### config.mk
export PLATFORM = sky130hd
export DESIGN_NAME = jt34xxx_crtc_flat
export DESIGN_NICKNAME = d
export VERILOG_FILES = /design/src/rtl/jt34xxx_pkg.sv /design/src/rtl/jt34xxx_crtc_if.sv /design/src/rtl/jt34xxx_crtc_regs.sv /design/src/rtl/jt34xxx_crtc.sv /design/src/flat_wrapper.sv
export SDC_FILE = /design/constraint.sdc
export NUM_CORES = 1
export LEC_CHECK = 0
export ABC_CLOCK_PERIOD_IN_PS = 3000
export CORE_MARGIN = 8
export CORE_UTILIZATION = 62
export CTS_BUF_LIST = sky130_fd_sc_hd__clkbuf_2
export DETAILED_ROUTE_END_ITERATION = 6
export GPL_TIMING_DRIVEN = 0
export PLACE_DENSITY = 0.89
export SYNTH_ARGS = -nofsm -noshare
export SYNTH_HDL_FRONTEND = slang
export SYNTH_SLANG_ARGS = --single-unit
### constraint.sdc
create_clock -name clk -period 3 [get_ports clk]
set_clock_uncertainty 0.05 [all_clocks]
set_input_delay 0.3 -clock clk [delete_from_list [all_inputs] [get_ports clk]]
set_output_delay 0.3 -clock clk [all_outputs]
set_load 0.1 [all_outputs]
### src/rtl/jt34xxx_pkg.sv
// jt34xxx CRTC shared definitions.
// Register indices, CTRL bit positions and the byte-lane merge helper.
package jt34xxx_pkg;

  localparam int R_HSEND   = 0;
  localparam int R_HBEND   = 1;
  localparam int R_HBSTART = 2;
  localparam int R_HTOTAL  = 3;
  localparam int R_VSEND   = 4;
  localparam int R_VBEND   = 5;
  localparam int R_VBSTART = 6;
  localparam int R_VTOTAL  = 7;
  localparam int R_CTRL    = 8;
  localparam int R_INTSTAT = 9;
  localparam int R_INTEN   = 10;
  localparam int R_VCNT    = 11;
  localparam int R_VINT0   = 12;

  localparam int C_EN  = 0;
  localparam int C_HSN = 1;
  localparam int C_VSN = 2;
  localparam int C_BYP = 3;

  function automatic logic [15:0] bmerge(
    input logic [15:0] old,
    input logic [15:0] d,
    input logic [1:0]  be
  );
    return {be[1] ? d[15:8] : old[15:8],
            be[0] ? d[7:0]  : old[7:0]};
  endfunction

endpackage

### src/rtl/jt34xxx_crtc_if.sv
// jt34xxx CRTC host register bus.
// Single-cycle write strobe with byte enables, registered read data.
interface jt34xxx_crtc_if;
  logic        we;
  logic [4:0]  addr;
  logic [1:0]  be;
  logic [15:0] din;
  logic [15:0] dout;

  modport master (
    output we, addr, be, din,
    input  dout
  );

  modport slave (
    input  we, addr, be, din,
    output dout
  );
endinterface

### src/rtl/jt34xxx_crtc_regs.sv
// jt34xxx CRTC host register file.
// Shadow/active timing, CTRL, line interrupts and readback.
module jt34xxx_crtc_regs
  import jt34xxx_pkg::*;
#(
  parameter int CW       = 12,
  parameter int NINT     = 2,
  parameter int HS_END   = 'h010,
  parameter int HB_END   = 'h020,
  parameter int HB_START = 'h1F0,
  parameter int H_TOTAL  = 'h1FF,
  parameter int VS_END   = 'h004,
  parameter int VB_END   = 'h010,
  parameter int VB_START = 'h0F0,
  parameter int V_TOTAL  = 'h0FF
) (
  input  logic                 clk,
  input  logic                 rst_n,
  jt34xxx_crtc_if.slave        bus,
  input  logic                 pxl_cen,
  input  logic [CW-1:0]        h_cnt,
  input  logic [CW-1:0]        v_cnt,
  output logic [7:0][CW-1:0]   act,
  output logic [2:0]           mode,
  output logic                 int_n
);

  localparam logic [7:0][CW-1:0] RST = {
    CW'(V_TOTAL), CW'(VB_START), CW'(VB_END), CW'(VS_END),
    CW'(H_TOTAL), CW'(HB_START), CW'(HB_END), CW'(HS_END)
  };

  logic [7:0][CW-1:0]   shd;
  logic [NINT-1:0][CW-1:0] vint;
  logic [NINT-1:0]      intstat;
  logic [NINT-1:0]      inten;
  logic [NINT-1:0]      set;
  logic [NINT-1:0]      clr;
  logic [3:0]           ctrl;
  logic [15:0]          rd;
  logic                 wrap;

  assign wrap  = pxl_cen && h_cnt == act[R_HTOTAL]
                 && v_cnt == act[R_VTOTAL];
  assign mode  = ctrl[2:0];
  assign int_n = ~|(intstat & inten);

  always_comb begin
    set = '0;
    for (int k = 0; k < NINT; k++)
      set[k] = pxl_cen && h_cnt == '0 && v_cnt == vint[k];
    clr = '0;
    if (bus.we && bus.be[0] && bus.addr == 5'(R_INTSTAT))
      clr = bus.din[NINT-1:0];
  end

  always_comb begin
    rd = '0;
    unique case (1'b1)
      bus.addr < 5'd8:
        rd = 16'(shd[bus.addr[2:0]]);
      bus.addr == 5'(R_CTRL):    rd = 16'(ctrl);
      bus.addr == 5'(R_INTSTAT): rd = 16'(intstat);
      bus.addr == 5'(R_INTEN):   rd = 16'(inten);
      bus.addr == 5'(R_VCNT):    rd = 16'(v_cnt);
      default:                   rd = '0;
    endcase
    for (int k = 0; k < NINT; k++)
      if (bus.addr == 5'(R_VINT0 + k)) rd = 16'(vint[k]);
  end

  always_ff @(posedge clk) begin
    if (!rst_n) begin
      shd      <= RST;
      act      <= RST;
      ctrl     <= 4'h1;
      inten    <= '0;
      intstat  <= '0;
      vint     <= '0;
      bus.dout <= '0;
    end else begin
      bus.dout <= rd;
      for (int i = 0; i < 8; i++)
        if (bus.we && bus.addr == 5'(i))
          shd[i] <= CW'(bmerge(16'(shd[i]), bus.din, bus.be));
      // pending writes become visible only at a frame boundary
      if (ctrl[C_BYP] || wrap) act <= shd;
      if (bus.we && bus.be[0] && bus.addr == 5'(R_CTRL))
        ctrl <= bus.din[3:0];
      if (bus.we && bus.be[0] && bus.addr == 5'(R_INTEN))
        inten <= bus.din[NINT-1:0];
      for (int k = 0; k < NINT; k++)
        if (bus.we && bus.addr == 5'(R_VINT0 + k))
          vint[k] <= CW'(bmerge(16'(vint[k]), bus.din, bus.be));
      intstat <= (intstat & ~clr) | set;
    end
  end

endmodule

### src/rtl/jt34xxx_crtc.sv
// jt34xxx CRTC top: beam counters and sync/blank decode.
// Host registers live in jt34xxx_crtc_regs.
module jt34xxx_crtc
  import jt34xxx_pkg::*;
#(
  parameter int CW       = 12,
  parameter int NINT     = 2,
  parameter int HS_END   = 'h010,
  parameter int HB_END   = 'h020,
  parameter int HB_START = 'h1F0,
  parameter int H_TOTAL  = 'h1FF,
  parameter int VS_END   = 'h004,
  parameter int VB_END   = 'h010,
  parameter int VB_START = 'h0F0,
  parameter int V_TOTAL  = 'h0FF
) (
  input  logic          clk,
  input  logic          rst_n,
  input  logic          pxl_cen,
  jt34xxx_crtc_if.slave bus,
  output logic [CW-1:0] h_cnt,
  output logic [CW-1:0] v_cnt,
  output logic          hs,
  output logic          vs,
  output logic          lhbl,
  output logic          lvbl,
  output logic          blank_n,
  output logic          int_n
);

  logic [7:0][CW-1:0] act;
  logic [2:0]         mode;
  logic               h_end;
  logic               v_end;

  jt34xxx_crtc_regs #(
    .CW(CW), .NINT(NINT),
    .HS_END(HS_END), .HB_END(HB_END),
    .HB_START(HB_START), .H_TOTAL(H_TOTAL),
    .VS_END(VS_END), .VB_END(VB_END),
    .VB_START(VB_START), .V_TOTAL(V_TOTAL)
  ) u_regs (
    .clk     (clk),
    .rst_n   (rst_n),
    .bus     (bus),
    .pxl_cen (pxl_cen),
    .h_cnt   (h_cnt),
    .v_cnt   (v_cnt),
    .act     (act),
    .mode    (mode),
    .int_n   (int_n)
  );

  assign h_end   = h_cnt == act[R_HTOTAL];
  assign v_end   = v_cnt == act[R_VTOTAL];
  assign blank_n = lhbl & lvbl;

  always_ff @(posedge clk) begin
    if (!rst_n) begin
      h_cnt <= '0;
      v_cnt <= '0;
      hs    <= 1'b0;
      vs    <= 1'b0;
      lhbl  <= 1'b0;
      lvbl  <= 1'b0;
    end else if (pxl_cen) begin
      if (!mode[C_EN]) begin
        h_cnt <= '0;
        v_cnt <= '0;
        hs    <= mode[C_HSN];
        vs    <= mode[C_VSN];
        lhbl  <= 1'b0;
        lvbl  <= 1'b0;
      end else begin
        h_cnt <= h_end ? '0 : h_cnt + CW'(1);
        if (h_end) v_cnt <= v_end ? '0 : v_cnt + CW'(1);
        hs   <= (h_cnt < act[R_HSEND]) ^ mode[C_HSN];
        vs   <= (v_cnt < act[R_VSEND]) ^ mode[C_VSN];
        lhbl <= h_cnt >= act[R_HBEND] && h_cnt < act[R_HBSTART];
        lvbl <= v_cnt >= act[R_VBEND] && v_cnt < act[R_VBSTART];
      end
    end
  end

endmodule

### src/flat_wrapper.sv
// flat-port wrapper written by rule: the top's interface ports become plain ports
module jt34xxx_crtc_flat import jt34xxx_pkg::*;
#(
  parameter int CW       = 12,
  parameter int NINT     = 2,
  parameter int HS_END   = 'h010,
  parameter int HB_END   = 'h020,
  parameter int HB_START = 'h1F0,
  parameter int H_TOTAL  = 'h1FF,
  parameter int VS_END   = 'h004,
  parameter int VB_END   = 'h010,
  parameter int VB_START = 'h0F0,
  parameter int V_TOTAL  = 'h0FF
)
  (clk, rst_n, pxl_cen, h_cnt, v_cnt, hs, vs, lhbl, lvbl, blank_n, int_n, bus_we, bus_addr, bus_be, bus_din, bus_dout);
  jt34xxx_crtc_if bus_i ();
  input  logic clk;
  input  logic rst_n;
  input  logic pxl_cen;
  output logic [CW-1:0] h_cnt;
  output logic [CW-1:0] v_cnt;
  output logic hs;
  output logic vs;
  output logic lhbl;
  output logic lvbl;
  output logic blank_n;
  output logic int_n;
  input wire logic [$bits(bus_i.we)-1:0] bus_we;
  input wire logic [$bits(bus_i.addr)-1:0] bus_addr;
  input wire logic [$bits(bus_i.be)-1:0] bus_be;
  input wire logic [$bits(bus_i.din)-1:0] bus_din;
  output wire logic [$bits(bus_i.dout)-1:0] bus_dout;
  assign bus_i.we = bus_we;
  assign bus_i.addr = bus_addr;
  assign bus_i.be = bus_be;
  assign bus_i.din = bus_din;
  assign bus_dout = bus_i.dout;
  jt34xxx_crtc #(.CW(CW), .NINT(NINT), .HS_END(HS_END), .HB_END(HB_END), .HB_START(HB_START), .H_TOTAL(H_TOTAL), .VS_END(VS_END), .VB_END(VB_END), .VB_START(VB_START), .V_TOTAL(V_TOTAL)) u_core (.clk(clk), .rst_n(rst_n), .pxl_cen(pxl_cen), .bus(bus_i), .h_cnt(h_cnt), .v_cnt(v_cnt), .hs(hs), .vs(vs), .lhbl(lhbl), .lvbl(lvbl), .blank_n(blank_n), .int_n(int_n));
endmodule
Word level (Yosys, flattened, before mapping)
Index checks and enable logic that the tools add are counted.
{"block": "classes", "addsub": 2, "magnitude_cmp": 8, "eq_ne": 18, "n_mux": 15, "bitwise_logic": 8, "reduce_logical": 48}
{"op": "2-to-1 mux 12 bit", "count": 8}
{"op": "case mux 12 bit (5 select lines)", "count": 1}
{"op": "equality test 12 bit", "count": 4}
{"op": "less-than comparator 12 bit", "count": 4}
{"op": "AND reduction 2 bit", "count": 21}
{"op": "binary-select mux 12 bit (select 3 bit)", "count": 1}
{"op": "equality test 5 x 4 -> 1 bit, second input constant", "count": 6}
{"op": "adder 12 x 1 -> 12 bit, second input constant", "count": 2}
{"op": ">= comparator 12 bit", "count": 2}
{"op": "logical AND 1 bit", "count": 21}
{"op": "equality test 5 x 3 -> 1 bit, second input constant", "count": 4}
{"op": "logical NOT 12 bit", "count": 1}
{"op": "equality test 5 x 2 -> 1 bit, second input constant", "count": 2}
{"op": "equality test 5 x 1 -> 1 bit, second input constant", "count": 1}
{"op": "logical NOT 5 bit", "count": 1}
{"op": "less-than comparator 5 x 4 -> 1 bit, second input constant", "count": 1}
{"op": "AND 2 bit", "count": 2}
{"op": "less-than comparator 3 x 4 -> 1 bit, second input constant", "count": 1}
{"op": "2-to-1 mux 1 bit", "count": 4}
{"op": "OR reduction 3 bit", "count": 1}
{"op": "2-to-1 mux 2 bit", "count": 1}
{"op": "inequality test 2 x 1 -> 1 bit, second input constant", "count": 1}
{"op": "NOT 2 bit", "count": 1}
{"op": "bitwise OR 2 bit", "count": 1}
{"op": "6 further kinds", "count": 7}
{"block": "totals", "ff_bits": 268, "input_bits": 27, "out_inout_bits": 46, "word_cells": 138}

Depth between registers and ports, before layout
Gate-level depths: netlist (run 1).
{"block": "logic_depth", "depth_word": 6, "depth_mapped": 9, "mapped_depth_nobuf": 8}

Hierarchy
Synthesis (run 1) repeated with hierarchy kept, for this count alone.
{"block": "hier_totals", "cells_unflattened": 1364, "area_unflattened_um2": 12889.9}
{"module": "jt34xxx_crtc_regs", "n_inst": 1, "cells_each": 958, "area_each_um2": 9620.5, "seq_area_each_um2": 4724.5}
{"module": "jt34xxx_crtc", "n_inst": 1, "cells_each": 406, "area_each_um2": 3269.4, "seq_area_each_um2": 560.5}

Worst setup path before layout (run 1)
No wires, ideal clock.
{"block": "synth_timing", "path_type": "register to register", "start": "reg u_core.v_cnt[2]", "end": "reg u_core.u_regs.act[40] (netlist name)", "setup_ns": 0.137, "arrival_time_ns": 2.615, "required_time_ns": 2.813, "path_slack_ns": 0.198, "stages_incl_launch_ff": 10, "n_path_buf": 3, "synth_period_minus_slack_ns": 2.802, "path_cell_list": "dfxtp_1 clkbuf_1 xor2_1 nor4_1 nand3_1 o31a_1 clkbuf_1 buf_2 nand2_1 nand3_1"}
{"block": "synth_between", "elab_chain_cells": 3}
{"element": "start: declaration", "line": "jt34xxx_crtc.sv:22", "text": "output logic [CW-1:0] v_cnt,"}
{"element": "start signal: assignment", "line": "jt34xxx_crtc.sv:76", "text": "if (h_end) v_cnt <= v_end ? '0 : v_cnt + CW'(1);"}
{"element": "equality test 12 bit", "line": "jt34xxx_crtc_regs.sv:44", "text": "&& v_cnt == act[R_VTOTAL];"}
{"element": "logical AND 1 bit", "line": "jt34xxx_crtc_regs.sv:44"}
{"element": "logical OR 1 bit", "line": "jt34xxx_crtc_regs.sv:87", "text": "if (ctrl[C_BYP] || wrap) act <= shd;"}
{"element": "end signal: assignment", "line": "jt34xxx_crtc_regs.sv:75", "text": "act <= RST;"}
{"element": "end signal: assignment", "line": "jt34xxx_crtc_regs.sv:87"}
{"element": "end: declaration", "line": "jt34xxx_crtc_regs.sv:23", "text": "output logic [7:0][CW-1:0] act,"}
Every way passes these cells.
A chain may end at the register's enable or synchronous reset.

Final worst setup path (run 1)
{"block": "layout_timing", "start": "reg u_core.v_cnt[4]", "end": "out v_cnt[4]"}
{"element": "end: declaration", "line": "flat_wrapper.sv:21", "text": "output logic [CW-1:0] v_cnt;"}
No word-level cell between the ends.

==> results.toml, run 1 <==
[outcome]
run_status = "finished, final reports clean"

[critical_path]
crit_start = "u_core.v_cnt[4]"
slowest_delay_ns = 1.21
path_cells = "clkdlybuf4s50_1"
worstPathArrival_ns = 2.61
crit_slowest_cell = "clkdlybuf4s50_1"
crit_path_start_kind = "flop"
cp_num_buf_inv = 1
path_depth = 1
required_ns = 2.65
r2r_setup_slack_ns = 0.12
r2r-start = "u_core.v_cnt[9]"
critical_path_class = "flop to output port"
crit_fanout = 5
cp_top_family = "buffers and inverters"
reg2reg_depth = 10
r2r-end = "u_core.u_regs.act[36]"
crit_path_end_kind = "output port"

[clock_tree]
htree_levels = 3
cts_sinks = 264
clk_pin_slew_ns = 0.11
cts_root_buf = "clkbuf_2"
cts_tree = "yes"
cts_buffer_depth = 3
worstSkewPairLatency_ns = 0.90
cts_made_buffers = 69

[global_routing]
grt_pass1_vias = 12296
grt_use_total_pct = 34.1
grt_first_pass_wirelength_um = 69400
grt_overflow_total = 0
antenna_found_initial = 2
grt_max_degree = 11

[synthesis]
ys_async_sr_fraction_pct = 0
yosys_register_bits = 264
synth_top_area_share_pct = 39.8
yosysTopAreaCell = "dfxtp_1"
yosysSeqAreaShare_pct = 39.8
synthCells = 1574
synth_area_leaders = "dfxtp_1, nand3_1, nand2_1, ha_1, a21boi_0"
syn-cell-area_sq_um = 13300
synth-edff-count = 0
yosys_warnings = 0
yosys_most_used_dff = "dfxtp_1"
syn_avg_cell_area_sq_um = 8.45
ys_types = 65

[routing]
routed-via-count = 12865
vias_per_cell = 6.36
detail_route.iter0.violations = 1653
wire_per_inst_um = 22.7
firstDrtPassIters = 5
wl_um = 45900
drtAntennaViolNets = 0
drcViolationCount = 0

[die]
die-area_sq_um = 26400
die_width_um = 162
num_rows = 53
start_util_pct = 63.2
coreArea_sq_um = 21000
die_h_um = 162
num_io_pins = 73

[final_layout]
final_cell_mix = "nand2_1, dfxtp_1, nand3_1"
drive_gt1_share_pct = 11.3
fin_nets = 1812
final_common_cell = "nand2_1"
fin_util_pct = 70.8
fill_cells = 1676
syn_to_final_growth_pct = 11.9

[min_path]
hp-class = "input port to flop"
hp-start = "rst_n"
hold_depth = 3
whs_endpoint = "u_core.u_regs.shd[25]"

[power]
vdd_drop_max_uv = 300
power_density_nw_per_um2 = 442
leakagePower_uw = 0.00601

[timing]
fmax_mhz = 338
fin_crit_sh_pct = 98.5
rsz0062_at_grt = "no"
finalSetupViolCount = 0
slew_violations = 0
slew_headroom_pct = 8.03
period_needed_ns = 2.96
timing.hold.ws_ns = 0.0682
tightest_slew_ns = 1.37
finalHoldViolCount = 0

[place]
dp_hpwl_um = 33800
port_buffers = 53
gp_congestion = 1.02

[job]
maxCapViolCount = 0
-- what timing repair did --
action                     CTS  global route
pin swaps                    0             1
hold endpoints to repair    69             0
hold buffers                11             0
buffers inserted             0             1
setup endpoints to repair   23            98
resized for setup           10            10
-- power by group --
group	total, uW	switching, uW	internal, uW
Clock	2480	1490	999
Sequential	3550	25.0	3520
Combinational	544	390	154
Total	6580	1900	4680
-- metrics by stage --
| stage | setup slack, ns | instances | TNS (ns) | power, uW | area (sq um) |
|---|---|---|---|---|---|
| detailed placement | -0.00293 | 1906 | -0.00293 | 4140 | 14200 |
| floorplan | 0.198 | 1577 | 0 | 3960 | 13300 |
| global placement | 0.0256 | 1905 | 0 | 4130 | 14200 |
| CTS | 0.0127 | 2021 | 0 | 6540 | 14900 |
| global route | 0.00281 | 2023 | 0 | 6790 | 14900 |
| finish | 0.0447 | 2024 | 0 | 6580 | 14900 |
-- registers in the layout, indices dropped and copies added, names as in the netlist --
signal and cells:
u_core.u_regs.intstat 2, u_core.u_regs.inten 2, u_core.u_regs.vint 24, u_core.v_cnt 12, u_core.lhbl 1, u_core.u_regs.act 96
u_core.u_regs.shd 96, u_core.vs 1, u_core.hs 1, u_core.lvbl 1, u_core.u_regs.ctrl 4, u_core.h_cnt 12
u_core.u_regs.bus.dout 12
-- logic make-up (layout without fill, tap and decap cells) --
family / Yosys count / count (layout) / synth area share, %
buffers and inverters: 192 / 362 / 6.07
muxes: 64 / 64 / 7.15
xor gates and xnor gates: 61 / 61 / 4.08
and+or+nand+nor: 694 / 694 / 24.5
adders and majority gates: 71 / 71 / 6.68
AOI/OAI and AO/OA: 227 / 227 / 11.7
other: 1 / 6 / 0.0282
DFF: 264 / 264 / 39.8
-- synth_stat cells, drive strengths merged, types with 2 or more instances --
cell and count:
nand2 290, dfxtp 264, nand3 261, a21boi 76, clkbuf 73, inv 73
ha 71, buf 45, nor2 41, o21ai 41, a21oi 40, mux2i 32
xor2 32, nor2b 31, xnor2 29, mux4 24, nand4 18, o211ai 16
nor4 15, a221oi 10, a21o 9, mux2 8, nand2b 7, nor3 7
o31ai 6, a211oi 5, and2 5, o21a 5, or3 5, a211o 4
or4 4, a311oi 3, a222oi 2, a31o 2, a32o 2, and3 2
or2 2
-- per-layer routing --
metal / vias to the layer above / global-route usage [%] / wire length [um]
met5: - / 0 / 0
li1: 5756 / - / -
met2: 956 / 50.2 / 19600
met3: 185 / 11.3 / 6550
met1: 5968 / 42.3 / 17000
met4: 0 / 21.9 / 2720
-- how the worst max path moves through the flow --
stage	to	slack [ns]
floorplan	u_core.u_regs.act[40]	0.20
global placement	u_core.u_regs.intstat[1]	0.03
detailed placement	u_core.u_regs.act[87]	-0.003
CTS	u_core.u_regs.act[36]	0.01
global route	int_n	0.003
finish	v_cnt[4]	0.04
-- cell type report --
type | instances | area [sq um] | area share (%)
tap | 275 | 344 | 2.31
buffer | 118 | 541 | 3.63
timing repair buffer | 66 | 651 | 4.37
clock buffer | 95 | 475 | 3.20
clock inverter | 9 | 88.8 | 0.597
antenna | 2 | 5.00 | 0.0336
multi-input combinational | 1121 | 7210 | 48.5
sequential | 264 | 5290 | 35.5
inverter | 74 | 278 | 1.87
(Power assumes the default switching activity.)
==> inputs of run 2 (changes only) <==
Settings changed: CORE_UTILIZATION 62 to 60, PLACE_DENSITY 0.89 to 0.87, SYNTH_HIERARCHICAL set to 1.
==> results.toml, run 2 <==
[routing]
wire_per_inst_um = 22.4
routed-via-count = 11909
firstDrtPassIters = 7
vias_per_cell = 6.50
drtAntennaViolNets = 0
detail_route.iter0.violations = 1739
drcViolationCount = 4
wl_um = 41000

[timing]
period_needed_ns = 2.94
finalSetupViolCount = 0
slew_headroom_pct = 34.5
tightest_slew_ns = 0.980
finalHoldViolCount = 0
slew_violations = 0
rsz0062_at_grt = "no"
fmax_mhz = 340
final.setup.worst_slack_ns = 0.0553
fin_crit_sh_pct = 98.2
timing.hold.ws_ns = 0.145

[final_layout]
reg.largest.list = "u_core/u_regs/act: 96 flops, u_core/u_regs/shd: 96 flops, u_core/u_regs/vint: 24 flops"
drive_gt1_share_pct = 13.2
fin_nets = 1600
final_common_cell = "dfxtp_1"
register_area_sq_um = 5290
finalInstanceArea_sq_um = 14500
final_cell_mix = "dfxtp_1, nand2_1, clkbuf_2"
multi_input_area_sq_um = 6870
syn_to_final_growth_pct = 12.4
fill_cells = 1590
instances_no_fill = 1831

[critical_path]
reg2reg_depth = 7
crit_slowest_cell = "clkdlybuf4s50_1"
crit_fanout = 3
path_cells = "a22oi_1, clkdlybuf4s50_1"
crit_path_end_kind = "output port"
critical_path_class = "flop to output port"
worstPathArrival_ns = 2.59
slowest_delay_ns = 1.18
required_ns = 2.65
crit_path_start_kind = "flop"

[clock_tree]
worstSkewPairLatency_ns = 0.87
clk_pin_slew_ns = 0.10
htree_levels = 3
cts_sinks = 264
cts_root_buf = "clkbuf_2"
cts_buffer_depth = 3
cts_setup_buffers = 0
cts_made_buffers = 69
cts_tree = "yes"

[die]
start_util_pct = 61.1
coreArea_sq_um = 21100
num_io_pins = 73
die_width_um = 163
die_h_um = 163
num_rows = 53
die-area_sq_um = 26400

[global_routing]
grt_max_degree = 15
grt_pass1_vias = 11353
grt_overflow_total = 0
antenna_found_initial = 1
grt_use_total_pct = 30.4
grt_first_pass_wirelength_um = 63000

[synthesis]
synthCells = 1364
yosys_most_used_dff = "dfxtp_1"
ys_types = 67
synth_common_cells = "dfxtp_1, nand2_1, a21oi_1, nand3_1, nor2_1"
synth.most_common_cell = "dfxtp_1"
synth-edff-count = 0
yosysTopAreaCell = "dfxtp_1"
synth_area_leaders = "dfxtp_1, ha_1, mux4_2, mux2i_1, a22o_1"
syn-cell-area_sq_um = 12900
syn_avg_cell_area_sq_um = 9.45
yosys_warnings = 6
yosys_register_bits = 264
synth_top_area_share_pct = 41.0
ys_async_sr_fraction_pct = 0
yosysSeqAreaShare_pct = 41.0

[place]
dp_hpwl_um = 29900
dp_slack_ns = -0.100
place_inst = 1697
port_buffers = 55
gp_congestion = 1.01
dpl_cell_area_sq_um = 13800

[power]
leakagePower_uw = 0.00580
power_density_nw_per_um2 = 454
vdd_drop_max_uv = 225

[min_path]
hold_depth = 3
hp-class = "input port to flop"

[outcome]
violations = "design-rule violations"
run_status = "complete, but fails checks"

[job]
maxCapViolCount = 0
## run 2: layer usage
| layer | GRT usage [%] | vias to the layer above | share of wire (%) |
|---|---|---|---|
| li1 | - | 5218 | - |
| met1 | 38.9 | 5551 | 38 |
| met2 | 46.3 | 914 | 43 |
| met3 | 7.18 | 226 | 13 |
| met4 | 17.5 | 0 | 6.1 |
| met5 | 0 | - | 0 |
## run 2: worst max-delay path: cells and delay by family, from the launching register on
kind,cells,cell delay (ns)
AO/OA/AOI/OAI,1,0.22
buffers and inverters,1,1.18
flip-flops,1,0.34
## run 2: final timing paths
check	from	slack, ns	to
max	u_core/u_regs/inten[0]	0.06	int_n
max reg2reg	u_core/v_cnt[2]	0.15	u_core/u_regs/act[9]
min	bus_din[1]	0.15	u_core/u_regs/shd[73]
min reg2reg	u_core/u_regs/shd[76]	0.42	u_core/u_regs/act[76]
## run 2: stage by stage
step / setup TNS, ns / utilization (%) / power (uW)
3_5_place_dp: -2.35 / 65.4 / 4140
5_1_grt: 0 / 68.7 / 6810
6_report: 0 / 68.7 / 6580
2_1_floorplan: 0 / - / 3960
3_3_place_gp: -1.72 / 65.4 / 4130
4_1_cts: 0 / 68.7 / 6580
## run 2: what timing repair did
item / CTS / global route
resized for setup: 26 / 5
hold endpoints to repair: 59 / 0
setup endpoints to repair: 22 / 3
hold buffers: 10 / 0
## run 2: layout make-up
class	instances	share of cell area, %
multi-input combinational	932	47.4
timing repair buffer	65	4.33
sequential	264	36.5
buffer	96	3.22
clock buffer	99	3.42
inverter	75	1.94
antenna	1	0.0173
tap	275	2.37
clock inverter	24	0.803
## run 2: report_power, final
part	internal, uW	switching [uW]
Combinational	157	376
Clock	971	1520
Sequential	3520	25.3
## run 2: cells by family (layout without fill, tap and decap cells)
kind of cell	count (synthesis)	in the layout	synth area share, %
xor+xnor	82	82	5.57
flops	264	264	41.0
compound gates	295	295	16.5
simple gates	385	385	14.2
mux	96	96	10.1
buf+inv	171	359	5.80
fa+ha+maj	70	70	6.79
other cells	1	5	0.0291
